===== src/rtl/control_unit.sv =====
// Moore-style sequencer for the Mini SRC datapath: fetch, decode ir[31:27], and issue one
// micro-step of control strobes per clock. All strobes decode from the state register and ir,
// except T6 of a branch, where pc_enable and zlo_out are also gated by con_out.
module control_unit #(
  parameter bit         HALT_ON_ILLEGAL = 1'b1,
  parameter logic [4:0] ADD_CODE        = 5'b00011,
  parameter logic [4:0] AND_CODE        = 5'b00101,
  parameter logic [4:0] OR_CODE         = 5'b00110
) (
  input  logic        clk,
  input  logic        clr,
  input  logic [31:0] ir,
  input  logic        con_out,
  input  logic        stop,
  output logic        run,
  output logic [4:0]  alu_op,
  output logic        pc_out,
  output logic        zlo_out,
  output logic        hi_out,
  output logic        lo_out,
  output logic        mdr_out,
  output logic        inport_out,
  output logic        c_sign_extended_out,
  output logic        ba_out,
  output logic        r_out,
  output logic        pc_enable,
  output logic        mar_enable,
  output logic        mdr_enable,
  output logic        ir_enable,
  output logic        y_enable,
  output logic        z_enable,
  output logic        r_in,
  output logic        con_enable,
  output logic        outport_enable,
  output logic        pc_increment,
  output logic        read,
  output logic        ram_write,
  output logic        gra,
  output logic        grb,
  output logic        grc
);

  localparam logic [4:0] OpLd   = 5'b00000;
  localparam logic [4:0] OpLdi  = 5'b00001;
  localparam logic [4:0] OpSt   = 5'b00010;
  localparam logic [4:0] OpAddi = 5'b01100;
  localparam logic [4:0] OpAndi = 5'b01101;
  localparam logic [4:0] OpOri  = 5'b01110;
  localparam logic [4:0] OpBr   = 5'b10010;
  localparam logic [4:0] OpJr   = 5'b10011;
  localparam logic [4:0] OpIn   = 5'b10110;
  localparam logic [4:0] OpOut  = 5'b10111;
  localparam logic [4:0] OpMfhi = 5'b11000;
  localparam logic [4:0] OpMflo = 5'b11001;
  localparam logic [4:0] OpNop  = 5'b11010;
  localparam logic [4:0] OpHalt = 5'b11011;

  typedef enum logic [3:0] {
    StReset, StT0, StT1, StT2, StT3, StT4, StT5, StT6, StT7, StHalt
  } state_e;

  state_e state_q, state_d;
  logic   stop_q, stop_d;

  logic [4:0] opcode;
  logic       unused_ir;
  assign opcode    = ir[31:27];
  assign unused_ir = ^ir[26:0];

  // Opcode class decode
  logic is_alu, is_imm, is_ldi, is_ld, is_st, is_br, is_jr, is_in, is_out;
  logic is_mfhi, is_mflo, is_nop, is_halt, is_illegal, is_short;
  logic [4:0] imm_code;

  always_comb begin
    is_alu     = (opcode >= 5'b00011) && (opcode <= 5'b00110);
    is_imm     = (opcode == OpAddi) || (opcode == OpAndi) || (opcode == OpOri);
    is_ldi     = (opcode == OpLdi);
    is_ld      = (opcode == OpLd);
    is_st      = (opcode == OpSt);
    is_br      = (opcode == OpBr);
    is_jr      = (opcode == OpJr);
    is_in      = (opcode == OpIn);
    is_out     = (opcode == OpOut);
    is_mfhi    = (opcode == OpMfhi);
    is_mflo    = (opcode == OpMflo);
    is_nop     = (opcode == OpNop);
    is_halt    = (opcode == OpHalt);
    is_illegal = !(is_alu || is_imm || is_ldi || is_ld || is_st || is_br || is_jr || is_in ||
                   is_out || is_mfhi || is_mflo || is_nop || is_halt);
    // Single-step instructions finish in T3; illegal ones do too when treated as nop
    is_short   = is_jr || is_in || is_out || is_mfhi || is_mflo || is_nop ||
                 (is_illegal && !HALT_ON_ILLEGAL);
    imm_code   = ADD_CODE;
    if (opcode == OpAndi) imm_code = AND_CODE;
    if (opcode == OpOri)  imm_code = OR_CODE;
  end

  // State and sticky stop request; clr aborts asynchronously
  always_ff @(posedge clk or posedge clr) begin
    if (clr) begin
      state_q <= StReset;
      stop_q  <= 1'b0;
    end else begin
      state_q <= state_d;
      stop_q  <= stop_d;
    end
  end

  // Next-state: the last step of an instruction returns to T0 unless stop was seen
  always_comb begin
    state_e end_st;
    end_st  = (stop_q || stop) ? StHalt : StT0;
    state_d = state_q;
    case (state_q)
      StReset: state_d = StT0;
      StT0:    state_d = StT1;
      StT1:    state_d = StT2;
      StT2:    state_d = StT3;
      StT3: begin
        if (is_halt || (is_illegal && HALT_ON_ILLEGAL)) state_d = StHalt;
        else if (is_short)                              state_d = end_st;
        else                                            state_d = StT4;
      end
      StT4:    state_d = StT5;
      StT5:    state_d = (is_ld || is_st || is_br) ? StT6 : end_st;
      StT6:    state_d = (is_ld || is_st) ? StT7 : end_st;
      StT7:    state_d = end_st;
      StHalt:  state_d = StHalt;
      default: state_d = StReset;
    endcase
    stop_d = (state_d == StT0) ? 1'b0 : (stop_q || stop);
  end

  // Control strobes for the current micro-step
  always_comb begin
    run                 = (state_q != StReset) && (state_q != StHalt);
    alu_op              = 5'b00000;
    pc_out              = 1'b0;
    zlo_out             = 1'b0;
    hi_out              = 1'b0;
    lo_out              = 1'b0;
    mdr_out             = 1'b0;
    inport_out          = 1'b0;
    c_sign_extended_out = 1'b0;
    ba_out              = 1'b0;
    r_out               = 1'b0;
    pc_enable           = 1'b0;
    mar_enable          = 1'b0;
    mdr_enable          = 1'b0;
    ir_enable           = 1'b0;
    y_enable            = 1'b0;
    z_enable            = 1'b0;
    r_in                = 1'b0;
    con_enable          = 1'b0;
    outport_enable      = 1'b0;
    pc_increment        = 1'b0;
    read                = 1'b0;
    ram_write           = 1'b0;
    gra                 = 1'b0;
    grb                 = 1'b0;
    grc                 = 1'b0;
    case (state_q)
      StT0: begin
        pc_out = 1'b1; mar_enable = 1'b1; pc_increment = 1'b1; z_enable = 1'b1;
      end
      StT1: begin
        zlo_out = 1'b1; pc_enable = 1'b1; read = 1'b1; mdr_enable = 1'b1;
      end
      StT2: begin
        mdr_out = 1'b1; ir_enable = 1'b1;
      end
      StT3: begin
        if (is_alu || is_imm) begin
          grb = 1'b1; r_out = 1'b1; y_enable = 1'b1;
        end else if (is_ldi || is_ld || is_st) begin
          grb = 1'b1; ba_out = 1'b1; y_enable = 1'b1;
        end else if (is_br) begin
          gra = 1'b1; r_out = 1'b1; con_enable = 1'b1;
        end else if (is_jr) begin
          gra = 1'b1; r_out = 1'b1; pc_enable = 1'b1;
        end else if (is_in) begin
          inport_out = 1'b1; gra = 1'b1; r_in = 1'b1;
        end else if (is_out) begin
          gra = 1'b1; r_out = 1'b1; outport_enable = 1'b1;
        end else if (is_mfhi) begin
          hi_out = 1'b1; gra = 1'b1; r_in = 1'b1;
        end else if (is_mflo) begin
          lo_out = 1'b1; gra = 1'b1; r_in = 1'b1;
        end
      end
      StT4: begin
        if (is_alu) begin
          grc = 1'b1; r_out = 1'b1; z_enable = 1'b1; alu_op = opcode;
        end else if (is_imm) begin
          c_sign_extended_out = 1'b1; z_enable = 1'b1; alu_op = imm_code;
        end else if (is_ldi || is_ld || is_st) begin
          c_sign_extended_out = 1'b1; z_enable = 1'b1; alu_op = ADD_CODE;
        end else if (is_br) begin
          pc_out = 1'b1; y_enable = 1'b1;
        end
      end
      StT5: begin
        if (is_alu || is_imm || is_ldi) begin
          zlo_out = 1'b1; gra = 1'b1; r_in = 1'b1;
        end else if (is_ld || is_st) begin
          zlo_out = 1'b1; mar_enable = 1'b1;
        end else if (is_br) begin
          c_sign_extended_out = 1'b1; z_enable = 1'b1; alu_op = ADD_CODE;
        end
      end
      StT6: begin
        if (is_ld) begin
          read = 1'b1; mdr_enable = 1'b1;
        end else if (is_st) begin
          gra = 1'b1; r_out = 1'b1; mdr_enable = 1'b1;
        end else if (is_br && con_out) begin
          zlo_out = 1'b1; pc_enable = 1'b1;
        end
      end
      StT7: begin
        if (is_ld) begin
          mdr_out = 1'b1; gra = 1'b1; r_in = 1'b1;
        end else if (is_st) begin
          ram_write = 1'b1;
        end
      end
      default: ;
    endcase
  end

endmodule

===== config.mk =====
export PLATFORM = sky130hd
export DESIGN_NAME = control_unit
export DESIGN_NICKNAME = d
export VERILOG_FILES = /design/src/rtl/control_unit.sv
export SDC_FILE = /design/constraint.sdc
export NUM_CORES = 1
export LEC_CHECK = 0
export CELL_PAD_IN_SITES_DETAIL_PLACEMENT = 0
export CELL_PAD_IN_SITES_GLOBAL_PLACEMENT = 1
export CORE_MARGIN = 4
export CORE_UTILIZATION = 24
export DETAILED_ROUTE_END_ITERATION = 7
export PLACE_DENSITY = 0.84
export SLEW_MARGIN = 15
export SYNTH_ARGS = -nofsm -noshare
export SYNTH_HDL_FRONTEND = slang
export SYNTH_SLANG_ARGS = --single-unit

===== constraint.sdc =====
create_clock -name clk -period 6.4 [get_ports clk]
set_clock_uncertainty 0.15 [all_clocks]
set_input_delay 0.96 -clock clk [delete_from_list [all_inputs] [get_ports clk]]
set_output_delay 0.96 -clock clk [all_outputs]
set_load 0.01 [all_outputs]

==> metrics.md, run 1 <==
| Metric | Value |
|---|---|
| CTS Buf Count | 3 |
| Final setup violation count | 0 |
| H-tree Lvls | 1 |
| Final Max Slew Viols | 0 |
| Worst-Skew Late Latency | 220 ps |
| Largest net degree at the start of global routing | 22 |
| Post-synth top flop | dfrtp_1 |
| Post-synth top area share | 13.51% |
| PD cells | 283.6 nW/um^2 |
| Dpl hpwl | 2220 um |
| Final net count | 209 |
| GR Util All Layers | 12.15% |
| Met2 layer usage reported by global route | 17.63% |
| Drt pass-1 iters | 4 |
| Tightest Pin Transition | 671.7 ps |
| Met1 Resource Use GR | 18.59% |
| Hold Path Origin | stop_q$_DFF_PP0_ |
| Total Power | 0.3744 mW |
| Die Height | 70.11 um |
| Placed cells | 216 |
| DR vias/cell | 5.095 |
| Register bit total from synthesis | 5 |
| Syn Area/Cell | 6.385 um^2 |
| DIE WIDTH | 70.11 um |
| Vias | 1,121 |
| EDFF count, synth | 0 |
| Cell Area, Synth | 925.9 um^2 |
| Synth async-reset ratio | 100.0% |
| Std-Cell Rows | 22 |
| GP Congestion | 0.8674 |
| Layout cells sized above 1 | 7.558% |
| WS Path Type | input pin to output pin |
| Slew Limit Headroom | 55.08% |
| Register-to-register setup slack | 4570 ps |
| RSZ-0062 raised after global routing | false |
| Initial antenna violation count | 0 |
| Required time of the critical path | 5290 ps |
| Synth cell types | 49 |
| Filler-free cell count of the finished design | 220 |
| Syn-to-layout area delta | 42.57% |
| Worst Hold Class | flip-flop to flip-flop |
| Max Root-Sink Buffers | 2 |
| Worst R2R Start | state_q[0]$_DFF_PP0_ |
| CTS tree | built |
| CP max FO | 21 |
| Max-cap violations | 0 |
| Clk sinks | 5 |
| Synth area leader | dfrtp_1 |
| Full die area | 4915 um^2 |
| Tmin final | 4861 ps |
| Cells after Synth | 145 |
| Hold Path Stages | 2 |
| Endpoints failing hold | 0 |
| Critical R2R Capture | stop_q$_DFF_PP0_ |
| I/O pins | 66 |
| ANT cells | 0 |
| Starting Density | 25.10% |
| DRC | 0 |
| R2R cell count | 5 |
| Setup TNS | 0 ps |
| # Post-CTS Setup Buffers | 0 |
| First-pass GRT wire length | 5016 um |
| Core region area | 3689 um^2 |
| GR Util met3 | 2.302% |
| Post-cts resize count | 0 |
| WP data arrival | 3750 ps |
| Post-synthesis sequential area ratio | 13.51% |
| Clk root buf | clkbuf_8 |
| Overflow after GRT | 0 |
| Worst IR Drop VDD | 0.1412 mV |
| Port buffer count | 36 |
| Placed inst area | 1275 um^2 |
| LEAKAGE | 0.5045 nW |
| Cts hold-fix bufs | 0 |
| CP Capture Type | output pin |
| DRT antenna net count | 0 |
| Max frequency | 205.7 MHz |
| Fin crit share | 75.95% |
| Status | finished, final reports clean |
| GR peak layer | met1 |
| Post-DR wirelength/cell | 13.10 um |
| Fillers | 414 |
| Vias in the first global route | 1,062 |
| Clk slew on worst S/H paths | 30 ps |
| Synth top area cells | dfrtp_1 14%, nor2_1 8.9%, nand2_1 6.9% |
| Post-Route WL | 2883 um |
| Total of warnings raised by yosys | 0 |
| Worst setup SP type | input pin |
| Design Area, Final | 1320 um^2 |
| Worst Hold End | stop_q$_DFF_PP0_ |
| Initial DRC count | 89 |
Yosys cell counts (2+ instances only):
| library cell | n |
|---|---|
| a211oi_1 | 2 |
| a21o_1 | 2 |
| a21oi_1 | 5 |
| a31oi_1 | 2 |
| and2_1 | 4 |
| buf_1 | 2 |
| buf_2 | 3 |
| buf_4 | 3 |
| clkbuf_1 | 5 |
| dfrtp_1 | 5 |
| inv_1 | 6 |
| nand2_1 | 17 |
| nand2b_1 | 5 |
| nand3_1 | 7 |
| nor2_1 | 22 |
| nor2b_1 | 5 |
| nor3_1 | 7 |
| o21ai_0 | 6 |
| o21ai_1 | 2 |
| or3_1 | 2 |
| or3b_2 | 2 |
| or4_1 | 3 |
| or4_4 | 2 |
cell type report:
class / instances / area (um^2) / share of cell area [%]
Tap cell: 48 / 60.06 / 4.550
Clock buffer: 4 / 45.04 / 3.412
Inverter: 7 / 26.28 / 1.991
Multi-Input combinational cell: 120 / 703.2 / 53.27
Timing Repair Buffer: 36 / 360.3 / 27.30
Sequential cell: 5 / 125.1 / 9.479
per-layer routing:
layer,vias to the layer above,routed length (um)
met5,-,0
met4,0,0
met3,0,144
met2,35,1294
met1,511,1443
li1,575,-
critical path, stage by stage:
cell and delay [ps]:
clkdlybuf4s50_1 760, or4_4 690, or4_4 500, a21oi_2 140, nor2_1 70, nand3_1 90
clkdlybuf4s50_1 540
power by group:
part | total [mW] | internal [mW] | switching, mW
registers | 0.0767 | 0.0455 | 0.0312
clock network | 0.0572 | 0.0427 | 0.0145
logic | 0.241 | 0.122 | 0.119
kinds of logic (layout without fill, tap and decap cells):
family	count (synthesis)	in the layout	synth area share, %
simple gates	83	83	48.38
xor+xnor	1	1	0.9461
compound gates	33	33	24.60
buf+inv	21	47	10.95
flops	5	5	13.51
mux	1	1	1.216
other cells	1	2	0.4050
cells in the final DEF (no fill, tap or decap), drive strengths merged, types with 2 or more instances in the layout:
| master | count |
|---|---|
| nor2 | 22 |
| a31oi | 2 |
| or3 | 2 |
| nand2b | 5 |
| o21ai | 8 |
| and2 | 4 |
| nor2b | 5 |
| a211oi | 2 |
| conb | 2 |
| nor3 | 8 |
| nand2 | 17 |
| a21oi | 6 |
| nand3 | 7 |
| or4 | 5 |
| clkdlybuf4s50 | 36 |
| inv | 7 |
| dfrtp | 5 |
| clkbuf | 4 |
| nor4 | 2 |
| or3b | 2 |
| a21o | 2 |
how the worst max path moves through the flow:
stage,startpoint,endpoint,slack [ps],cells after the start
floorplan,ir[29],gra,2950,6
global placement,ir[31],gra,1540,7
detailed placement,ir[31],gra,1550,7
CTS,ir[31],gra,1540,7
global route,ir[31],gra,1370,7
finish,ir[31],gra,1540,7
stage by stage:
stage | setup slack, ps | util [%] | hold slack, ps
final | 1539 | 35.79 | 480.5
after global placement | 1540 | 34.57 | 480.2
after detailed placement | 1553 | 34.57 | 473.5
after CTS | 1538 | 35.79 | 475.7
after global routing | 1368 | 35.79 | 510.5
after floorplan | 2949 | - | 397.3
flip-flops by register name (all words and copies together) (netlist names):
name and flops:
state_q 4, stop_q 1
No activity file was read; power rests on OpenSTA's default activity.
==> inputs of run 2 (changes only) <==
--- a/config.mk
+++ b/config.mk
@@ -8,9 +8,9 @@
 export CELL_PAD_IN_SITES_DETAIL_PLACEMENT = 0
 export CELL_PAD_IN_SITES_GLOBAL_PLACEMENT = 1
 export CORE_MARGIN = 4
-export CORE_UTILIZATION = 24
+export CORE_UTILIZATION = 20
 export DETAILED_ROUTE_END_ITERATION = 7
-export PLACE_DENSITY = 0.84
+export PLACE_DENSITY = 0.75
 export SLEW_MARGIN = 15
 export SYNTH_ARGS = -nofsm -noshare
 export SYNTH_HDL_FRONTEND = slang
==> constraint.sdc (replaced) <==
create_clock -name clk -period 4 [get_ports clk]
set_clock_uncertainty 0.15 [all_clocks]
set_input_delay 0.6 -clock clk [delete_from_list [all_inputs] [get_ports clk]]
set_output_delay 0.6 -clock clk [all_outputs]
set_load 0.01 [all_outputs]
==> run 2 against run 1 <==
  * Via count grew 2.1%
  * Count of clock-buffer cells in the layout is the same
  * Worst setup slack lost 1200 ps
==> metrics.md, run 2 (synthesized netlist as in run 1, its figures left out) <==
| Metric | Value |
|---|---|
| Status | finished, final reports clean |
| Std-Cell Rows | 24 (+9.1%) |
| Dpl hpwl | 2442 um (+10%) |
| Design Area, Final | 1370 um^2 (+3.8%) |
| Max-cap violations | 0 (unchanged) |
| ANT cells | 0 (unchanged) |
| DRC | 0 (unchanged) |
| First-pass GRT wire length | 5230 um (+4.3%) |
| Core region area | 4414 um^2 (+20%) |
| Filler-free cell count of the finished design | 230 (+4.5%) |
| Full die area | 5782 um^2 (+18%) |
| Top Registers | state_q x4, stop_q x1 |
| Post-cts resize count | 0 (unchanged) |
| Final Max Slew Viols | 0 (unchanged) |
| Clk sinks | 5 (unchanged) |
| Max reg flops | 4 (unchanged) |
| Final setup violation count | 0 (unchanged) |
| Setup TNS | 0 ps (unchanged) |
| GP Congestion | 0.8872 (+2.3%) |
| Clk slew on worst S/H paths | 30 ps (about the same) |
| Post-DR wirelength/cell | 13.62 um (+3.9%) |
| DR vias/cell | 4.978 (-2.3%) |
| Clk root buf | clkbuf_8 |
| Starting Density | 20.98% (-4.1 points) |
| Tightest Pin Transition | 517.7 ps (-154.0 ps) |
| Placed inst area | 1325 um^2 (+3.9%) |
| Post-Route WL | 3132 um (+8.6%) |
| Drt pass-1 iters | 4 (unchanged) |
| PD cells | 442.8 nW/um^2 (+56%) |
| Layout cells sized above 1 | 10.67% (+3.1 points) |
| RSZ-0062 raised after global routing | false |
| Tmin final | 3678 ps |
| WS Path Type | input pin to output pin |
| CP Capture Type | output pin |
| DRT antenna net count | 0 (unchanged) |
| Final net count | 215 (+2.9%) |
| # Post-CTS Setup Buffers | 0 (unchanged) |
| GR Util All Layers | 10.62% (-1.5 points) |
| Vias | 1,145 (+2.1%) |
| Vias in the first global route | 1,085 (+2.2%) |
| Initial antenna violation count | 0 (unchanged) |
| Die Height | 76.04 um (+8.5%) |
| Required time of the critical path | 3250 ps (-2040 ps) |
| Max Root-Sink Buffers | 2 (unchanged) |
| Slew Limit Headroom | 65.20% (+10 points) |
| Largest register by flop count | state_q |
| Cts hold-fix bufs | 0 (unchanged) |
| Fin crit share | 91.95% |
| Largest net degree at the start of global routing | 21 (-4.5%) |
| WP data arrival | 2930 ps (-820 ps) |
| Reg area | 125.1 um^2 (unchanged) |
| Placed cells | 226 (+4.6%) |
| LEAKAGE | 0.5336 nW (+5.8%) |
| Overflow after GRT | 0 (unchanged) |
| CTS Buf Count | 3 (unchanged) |
| Worst IR Drop VDD | 0.1372 mV (-2.8%) |
| Syn-to-layout area delta | 47.97% |
| DIE WIDTH | 76.04 um (+8.5%) |
| Max frequency | 271.9 MHz |
| Most common cell after layout, fill and taps aside | clkdlybuf4s50_1 |
| Worst setup SP type | input pin |
| CP max FO | 3 (-86%) |
| Area of the multi-input gates | 703.2 um^2 (unchanged) |
| Worst Hold Class | input pin to asynchronous set/reset pin |
| Endpoints failing hold | 0 (unchanged) |
| I/O pins | 66 (unchanged) |
| CTS tree | built |
| Commonest cells after routing, fill and taps aside | 36 x clkdlybuf4s50_1, 22 x nor2_1, 17 x nand2_1, 7 x nand3_1, 7 x nor3_1 |
| Worst-Skew Late Latency | 220 ps (about the same) |
| Fillers | 487 (+18%) |
| H-tree Lvls | 1 (unchanged) |
| Port buffer count | 36 (unchanged) |
| Initial DRC count | 164 (+84%) |
run 2: area by class of cell:
cell class,count,share of cell area [%]
Tap cell,52,4.749
Multi-Input combinational cell,120,51.32
Inverter,7,1.918
Timing Repair Buffer,42,29.59
Clock buffer,4,3.288
Sequential cell,5,9.132
run 2: final timing paths:
kind                                 startpoint              endpoint  slack [ps]  cells after the start
min in group clk           state_q[3]$_DFF_PP0_  state_q[1]$_DFF_PP0_         480                      1
max                                      ir[30]                   gra         320                      7
min                                         clr  state_q[0]$_DFF_PP0_         420                      2
max reg2reg                state_q[0]$_DFF_PP0_      stop_q$_DFF_PP0_        2130                      5
min reg2reg                state_q[3]$_DFF_PP0_  state_q[1]$_DFF_PP0_         480                      1
max in group asynchronous                   clr      stop_q$_DFF_PP0_        3110                      2
run 2: routing by layer:
metal / vias to the layer above / wire length, um / track usage [%]
li1: 579 / - / -
met1: 526 / 1462 / 13.87
met2: 36 / 1404 / 17.04
met3: 4 / 230 / 3.073
met4: 0 / 35 / 2.669
met5: - / 0 / 0
run 2: through the flow:
stage | utilization, % | hold WS [ps] | power (mW) | setup WS, ps
floorplan | - | 228.5 | 0.3466 | 1269
global placement | 30.02 | 480.9 | 0.5160 | 299.5
detailed placement | 30.02 | 474.4 | 0.5162 | 303.7
CTS | 31.04 | 425.4 | 0.6114 | 303.2
global route | 31.04 | 460.2 | 0.6644 | 231.7
finish | 31.04 | 422.9 | 0.6066 | 322.1
run 2: critical path, stage by stage:
cell             delay, ps
clkdlybuf4s50_1        440
or4_4                  560
or4_4                  510
a21oi_2                140
nor2_1                  60
nand3_1                 80
clkdlybuf4s50_1        530
run 2: where the power goes:
group          internal, mW  leakage [nW]  switching, mW
logic                 0.199         0.449          0.194
registers            0.0729        0.0623         0.0499
clock network        0.0682        0.0228         0.0228
total                 0.340         0.534          0.267
